### src/rtl/bin_to_bcd_seq_pkg.sv
// Shared constants and FSM encoding for the binary-to-BCD converter and
// the seven-segment display driver that consumes its digits.
package bcd_pkg;

    // Largest value three BCD digits can show; larger inputs saturate.
    localparam int unsigned MAX_VAL = 999;
    // Digit count, also used by the display driver.
    localparam int DIGITS = 3;
    localparam int SCR_W  = 4 * DIGITS;

    typedef enum logic [1:0] {
        ST_IDLE  = 2'd0,
        ST_SHIFT = 2'd1,
        ST_DONE  = 2'd2
    } state_t;

endpackage

### src/rtl/bin_to_bcd_seq_if.sv
// Handshake and digit bus between a value producer and the converter.
interface bin_to_bcd_seq_if #(
    parameter int BIN_W = 10
);
    logic             start;
    logic [BIN_W-1:0] bin;
    logic             ready;
    logic             done;
    logic             ovf;
    logic [3:0]       ones;
    logic [3:0]       tens;
    logic [3:0]       hundred;

    // Producer side (counter/ALU or testbench).
    modport master (
        output start, bin,
        input  ready, done, ovf, ones, tens, hundred
    );

    // Converter side.
    modport slave (
        input  start, bin,
        output ready, done, ovf, ones, tens, hundred
    );
endinterface

### src/rtl/bin_to_bcd_seq_add3.sv
// Double-dabble digit correction: a BCD digit of 5 or more gets +3 so
// that the following left shift carries correctly into the next digit.
module bcd_add3 (
    input  logic [3:0] din,
    output logic [3:0] dout
);
    assign dout = (din >= 4'd5) ? din + 4'd3 : din;
endmodule

### src/rtl/bin_to_bcd_seq.sv
// Sequential binary-to-BCD converter, one input bit per clock. Digits are
// only updated at the end of a conversion so the display never sees the
// scratch register mid-flight.
module bin_to_bcd_seq
    import bcd_pkg::*;
#(
    parameter int BIN_W = 10
) (
    input  logic             clk,
    input  logic             rst_n,
    bin_to_bcd_seq_if.slave  bus
);
    localparam int CNT_W = $clog2(BIN_W);

    state_t             state, state_nxt;
    logic [BIN_W-1:0]   shreg, shreg_nxt;
    logic [SCR_W-1:0]   scratch, scratch_nxt;
    logic [SCR_W-1:0]   adj;
    logic [CNT_W-1:0]   cnt;
    logic               ovf_pending;
    logic               last_shift;

    // One add-3 corrector per scratch digit.
    for (genvar i = 0; i < DIGITS; i++) begin : g_add3
        bcd_add3 u_add3 (
            .din  (scratch[4*i +: 4]),
            .dout (adj[4*i +: 4])
        );
    end

    // Corrected digits and shift register move left as one word; the top
    // bit of shreg lands in scratch bit 0.
    always_comb begin
        {scratch_nxt, shreg_nxt} = {adj, shreg} << 1;
    end

    assign last_shift = (cnt == CNT_W'(BIN_W - 1));
    assign bus.ready  = (state == ST_IDLE);

    // State register.
    always_ff @(posedge clk or negedge rst_n) begin
        if (!rst_n) state <= ST_IDLE;
        else        state <= state_nxt;
    end

    // Next-state logic: accept in IDLE, BIN_W shifts, one publish cycle.
    always_comb begin
        state_nxt = state;
        case (state)
            ST_IDLE:  if (bus.start) state_nxt = ST_SHIFT;
            ST_SHIFT: if (last_shift) state_nxt = ST_DONE;
            ST_DONE:  state_nxt = ST_IDLE;
            default:  state_nxt = ST_IDLE;
        endcase
    end

    // Datapath: latch on accept, shift-add-3 while converting, publish
    // digits (or saturated 9/9/9) together with a one-cycle done pulse.
    always_ff @(posedge clk or negedge rst_n) begin
        if (!rst_n) begin
            shreg       <= '0;
            scratch     <= '0;
            cnt         <= '0;
            ovf_pending <= 1'b0;
            bus.done    <= 1'b0;
            bus.ovf     <= 1'b0;
            bus.ones    <= 4'd0;
            bus.tens    <= 4'd0;
            bus.hundred <= 4'd0;
        end else begin
            bus.done <= (state == ST_DONE);
            case (state)
                ST_IDLE: begin
                    if (bus.start) begin
                        shreg       <= bus.bin;
                        scratch     <= '0;
                        cnt         <= '0;
                        // Always false for BIN_W < 10, so ovf stays 0.
                        ovf_pending <= (32'(bus.bin) > MAX_VAL);
                    end
                end
                ST_SHIFT: begin
                    shreg   <= shreg_nxt;
                    scratch <= scratch_nxt;
                    cnt     <= cnt + 1'b1;
                end
                ST_DONE: begin
                    bus.ovf <= ovf_pending;
                    if (ovf_pending) begin
                        bus.ones    <= 4'd9;
                        bus.tens    <= 4'd9;
                        bus.hundred <= 4'd9;
                    end else begin
                        bus.ones    <= scratch[3:0];
                        bus.tens    <= scratch[7:4];
                        bus.hundred <= scratch[11:8];
                    end
                end
                default: ;
            endcase
        end
    end

endmodule

### src/flat_wrapper.sv
// flat-port wrapper written by rule: the top's interface ports become plain ports
module bin_to_bcd_seq_flat import bcd_pkg::*;
#(
    parameter int BIN_W = 10
)
  (clk, rst_n, bus_start, bus_bin, bus_ready, bus_done, bus_ovf, bus_ones, bus_tens, bus_hundred);
  bin_to_bcd_seq_if #(.BIN_W(BIN_W)) bus_i ();
  input  logic clk;
  input  logic rst_n;
  input wire logic [$bits(bus_i.start)-1:0] bus_start;
  input wire logic [$bits(bus_i.bin)-1:0] bus_bin;
  output wire logic [$bits(bus_i.ready)-1:0] bus_ready;
  output wire logic [$bits(bus_i.done)-1:0] bus_done;
  output wire logic [$bits(bus_i.ovf)-1:0] bus_ovf;
  output wire logic [$bits(bus_i.ones)-1:0] bus_ones;
  output wire logic [$bits(bus_i.tens)-1:0] bus_tens;
  output wire logic [$bits(bus_i.hundred)-1:0] bus_hundred;
  assign bus_i.start = bus_start;
  assign bus_i.bin = bus_bin;
  assign bus_ready = bus_i.ready;
  assign bus_done = bus_i.done;
  assign bus_ovf = bus_i.ovf;
  assign bus_ones = bus_i.ones;
  assign bus_tens = bus_i.tens;
  assign bus_hundred = bus_i.hundred;
  bin_to_bcd_seq #(.BIN_W(BIN_W)) u_core (.clk(clk), .rst_n(rst_n), .bus(bus_i));
endmodule
### config.mk
export PLATFORM = sky130hd
export DESIGN_NAME = bin_to_bcd_seq_flat
export DESIGN_NICKNAME = d
export VERILOG_FILES = /design/src/rtl/bin_to_bcd_seq_pkg.sv /design/src/rtl/bin_to_bcd_seq_if.sv /design/src/rtl/bin_to_bcd_seq_add3.sv /design/src/rtl/bin_to_bcd_seq.sv /design/src/flat_wrapper.sv
export SDC_FILE = /design/constraint.sdc
export NUM_CORES = 1
export LEC_CHECK = 0
export BUFFER_PORTS_ARGS = -buffer_cell sky130_fd_sc_hd__buf_2
export CAP_MARGIN = 20
export CORE_MARGIN = 2
export CORE_UTILIZATION = 55
export DETAILED_ROUTE_END_ITERATION = 10
export PLACE_DENSITY = 0.81
export SYNTH_ARGS = -nofsm -noshare
export SYNTH_HDL_FRONTEND = slang
export SYNTH_SLANG_ARGS = --single-unit
### constraint.sdc
create_clock -name clk -period 2.35 [get_ports clk]
set_input_delay 0 -clock clk [delete_from_list [all_inputs] [get_ports clk]]
set_output_delay 0 -clock clk [all_outputs]
set_load 0.005 [all_outputs]
# Word-level counts from Yosys, hierarchy flattened
# Index checks and enable logic that the tools add are counted.
dict set report op_classes {
  reduce_logical 5
  n_addsub 4
  n_eq_ne 5
  muxes 15
  n_lt_le_gt_ge 4
}
# op count
set op_table {}
lappend op_table {{4-bit two-way mux} 6}
lappend op_table {{12-bit one-hot mux with 2 select lines} 1}
lappend op_table {{10-bit one-hot mux with 2 select lines} 1}
lappend op_table {{4-bit by 3-bit >= comparator with 1-bit output (second input constant)} 3}
lappend op_table {{12-bit two-way mux} 1}
lappend op_table {{10-bit greater-than comparator (second input constant)} 1}
lappend op_table {{10-bit two-way mux} 1}
lappend op_table {{4-bit by 2-bit adder with 4-bit output (second input constant)} 2}
lappend op_table {{4-bit one-hot mux with 2 select lines} 1}
lappend op_table {{2-bit AND reduction} 3}
lappend op_table {{4-bit by 1-bit adder with 4-bit output (second input constant)} 1}
lappend op_table {{4-bit == test (second input constant)} 1}
lappend op_table {{2-bit two-way mux} 2}
lappend op_table {{2-bit one-hot mux with 2 select lines} 1}
lappend op_table {{3-bit by 2-bit adder with 3-bit output (second input constant)} 1}
lappend op_table {{3-bit two-way mux} 1}
lappend op_table {{2-bit by 1-bit == test with 1-bit output (second input constant)} 1}
lappend op_table {{2-bit == test (second input constant)} 1}
lappend op_table {{2-bit logical NOT} 1}
lappend op_table {{2-bit by 1-bit inequality test with 1-bit output (second input constant)} 1}
lappend op_table {{2-bit inequality test (second input constant)} 1}
lappend op_table {{2-bit nonzero test} 1}
dict set report word_totals {
  inputBits 13
  ff_bits 43
}

# Longest topological paths before layout
dict set report depth {
  depth_word 3
  ltp_mapped 6
  depth_no_buf 6
}

# Hierarchy
# A second synthesis with hierarchy kept.
dict set report unflattened {
  cells_unflattened 234
  area_unflattened_um2 2107.0
}
# mod n_inst area_per_inst_um2 cells_per_inst
set modules_own_cells {}
lappend modules_own_cells {bin_to_bcd_seq 1 1803.0 186}
lappend modules_own_cells {bcd_add3 3 101.3 16}

# Worst setup path after synthesis
# OpenSTA, ideal clock, no wires.
dict set report synth_path {
  path_kind {register -> register}
  start {register u_core.scratch[0]}
  end {register u_core.scratch[2]}
  setup_slack_ns 0.830
  stages_incl_launch_ff 7
  arrival_ns 1.438
  path_cell_list {dfrtp_1 -> inv_1 -> ha_1 -> nand2b_1 -> a21oi_1 -> mux2_2 -> o21ai_0}
}
dict set report synth_via {
  elab_chain_cells 3
  elab_cells_between_ends 4
  classes_between {add/sub: 1; order compare: 1; mux: 2}
}
# item line_no
set synth_rtl {}
lappend synth_rtl {{from (decl)} bin_to_bcd_seq.sv:17} ;# logic [SCR_W-1:0] scratch, scratch_nxt;
lappend synth_rtl {{from (signal assigned)} bin_to_bcd_seq.sv:84} ;# scratch <= scratch_nxt;
lappend synth_rtl {{4-bit by 2-bit adder with 4-bit output / 4-bit by 3-bit >= comparator with 1-bit output (equally long branches)} bin_to_bcd_seq_add3.sv:7} ;# assign dout = (din >= 4'd5) ? din + 4'd3 : din;
lappend synth_rtl {{4-bit two-way mux (*)} bin_to_bcd_seq_add3.sv:7}
lappend synth_rtl {{12-bit one-hot mux with 2 select lines (*)} bin_to_bcd_seq.sv:72} ;# case (state)
# Mark *: on every way between the ends. The rest lies on a longest branch, timed or not.
# A chain may end at the register's enable or synchronous reset.

# Worst setup path in the final report
# Same ends and word-level chain as after synthesis.

==> results.md <==
* Pin count of the biggest net entering global routing at 44
* Slew HR at 38.7%
* Placed cell count at 267
* Vias in the first global route at 1439
* Crit path kind: flop to flop
* # IOs at 28
* Area leader, netlist: dfrtp_1
* Max H-tree Level at 2
* WP data arrival at 1970 ps
* Nets at 260
* Fmax at 590 MHz
* Yosys Warn Count at 0
* Number of DRC markers in iteration 0 at 44
* Gpl congestion at 0.767
* Most common cell after layout, fill and taps aside: dfrtp_1
* DIE AREA at 4120 um^2
* Worst-Margin Slew at 919 ps
* Rows at 21
* Cell area after synthesis at 1990 um^2
* Final worst path period share at 72.1%
* Die height at 64.2 um
* Register area share after synthesis at 54.0%
* Port bufs at 27
* Status: completed
* Vias per inst at 5.37
* Most frequent cells in the layout: dfrtp_1, buf_2, nand2_1
* Distinct cells, synth at 28
* CP required at 2630 ps
* Critical Path Fanout Max at 4
* # fillers at 270
* Mapped Nets at 221
* MaxCap Viol Count at 0
* Register clock-pin slew on the reported worst setup and hold paths at 120 ps
* First-pass GRT wire length at 6.54 mm
* Setup crit end kind: flop
* Min Hold Slack at 176 ps
* CTS sink cnt at 43
* PwrDens at 1220 nW/um^2
* Initial Util at 58.4%
* Clock tree buffer depth at 2
* Cells after synthesis at 200
* Die X at 64.2 um
* Clock Latency Late Sink at 350 ps
* DR pass1 iterations at 4
* WL/cell at 13.0 um
* Number of diodes at 0
* CTS Buf Count at 5
* Layout area overhead at 16.7%
* Setup TNS at 0 ps
* RSZ-0062 raised after global routing: no
* Final setup violation count at 0
* Synth top area share at 54.0%
* Non-filler instance count after layout at 285
* Mean Syn Cell Area at 9.97 um^2
* Number of antenna violations at the first check in global routing at 0
* Min Clock Period, post-route at 1690 ps
* Min-delay worst type: input port to flop
* Share of layout cells above drive strength 1 at 18.4%
* Number of remaining DRC errors at 0
* Synth area leaders: dfrtp_1, o21ai_0, ha_1
* Global Route Usage Sum at 20.5%
* Leak pwr at 1.12 nW
* Post-CTS Setup Inserts at 0
* Startpoint Class: flop
* Final Hold Fails at 0
* Post-DP HPWL at 2.49 mm
* Final Slew Violations at 0
* Max VDD drop at 0.000614 V
* Core area at 3420 um^2
* Final Skew at 3.65 ps
* Vias at 1531
* CTS tree: built
* Register bit total from synthesis at 43
* CTS root buf: clkbuf_4
* DRT antenna net count at 0
* WL final at 3.70 mm
* Total gr overflow at 0
==> critical path: stages (launching register included) <==
cell and delay (ps):
dfrtp_1 430, inv_1 130, ha_1 210, nand2b_1 60, a21oi_1 290, mux2_2 370, o21ai_0 130
==> cells by family (layout without fill, tap and decap cells) <==
kind of cell / Yosys count / count (layout) / synth area share, %
compound gates: 48 / 48 / 15.3
xor+xnor: 5 / 5 / 2.20
fa+ha+maj: 8 / 8 / 5.02
buf+inv: 19 / 58 / 4.71
flops: 43 / 43 / 54.0
mux: 3 / 3 / 1.69
simple gates: 74 / 74 / 17.1
==> flip-flops by register name (all words and copies together), names as in the netlist <==
| signal | flops |
|---|---|
| u_core.shreg | 10 |
| u_core.state | 2 |
| u_core.ovf_pending | 1 |
| u_core.bus.ones | 4 |
| u_core.scratch | 12 |
| u_core.bus.ovf | 1 |
| u_core.bus.hundred | 4 |
| u_core.bus.done | 1 |
| u_core.bus.tens | 4 |
| u_core.cnt | 4 |
==> final timing paths <==
check | from | to | slack [ps] | cells past startpoint
worst max-delay path | u_core.scratch[0] | u_core.scratch[2] | 660 | 6
worst min-delay path | bus_start | u_core.shreg[0] | 180 | 5
min in group asynchronous | rst_n | u_core.bus.hundred[2] | 320 | 2
worst max register to register | u_core.scratch[0] | u_core.scratch[2] | 660 | 6
max in group asynchronous | rst_n | u_core.scratch[9] | 1460 | 2
worst min register to register | u_core.bus.ones[0] | u_core.bus.ones[0] | 490 | 2
==> routing by layer <==
layer	wire length, um	up-vias	track usage (%)
met4	44	0	6.65
met3	186	4	6.51
met1	1720	720	25.8
met2	1750	36	33.7
li1	-	771	-
met5	0	-	0
==> per-stage QoR <==
step / total power, mW / util [%] / instance area (um^2) / setup slack (ps)
2_1_floorplan: 2.15 / - / 1990 / 830
3_3_place_gp: 2.44 / 63.2 / 2160 / 739
3_5_place_dp: 2.50 / 63.2 / 2160 / 690
4_1_cts: 2.87 / 68.1 / 2330 / 650
5_1_grt: 3.12 / 68.1 / 2330 / 494
6_report: 2.85 / 68.1 / 2330 / 656
==> final cells by class <==
cell class                      instances  area, um^2  share of cell area [%]
Sequential cell                        43        1080                    46.3
Multi-Input combinational cell        138         823                    35.4
Timing Repair Buffer                   43         283                    12.2
Tap cell                               46        57.6                    2.47
Clock buffer                            6        51.3                    2.21
Inverter                                8        30.0                    1.29
Clock inverter                          1        5.00                   0.215
==> repair_timing <==
item	in CTS	in global routing
endpoints found under the setup margin	0	0
resized for setup	0	0
hold buffers	11	0
hold endpoints to repair	54	0
==> power by group <==
| part | switching (mW) | leakage (nW) | internal, mW |
|---|---|---|---|
| registers | 0.231 | 0.540 | 1.06 |
| clock network | 0.221 | 0.0341 | 0.139 |
| logic | 0.643 | 0.541 | 0.555 |
| total | 1.10 | 1.12 | 1.75 |
==> synthesized netlist by cell type <==
master and count:
dfrtp_1 43, nand2_1 26, o21ai_0 22, nor2_1 20
nand3_1 11, o31ai_1 9, ha_1 8, inv_1 8
nand2b_1 8, buf_2 6, o22ai_1 6, a21oi_1 3
a22oi_1 3, a32o_1 3, clkbuf_1 3, mux2_2 3
xnor2_1 3, buf_6 2, nand4_1 2, nor3_1 2
xor2_1 2, a311o_1 1, and3_1 1, nand2_4 1
nor2b_1 1, nor3b_1 1, o31ai_2 1, or3b_1 1
(Power assumes the default switching activity.)
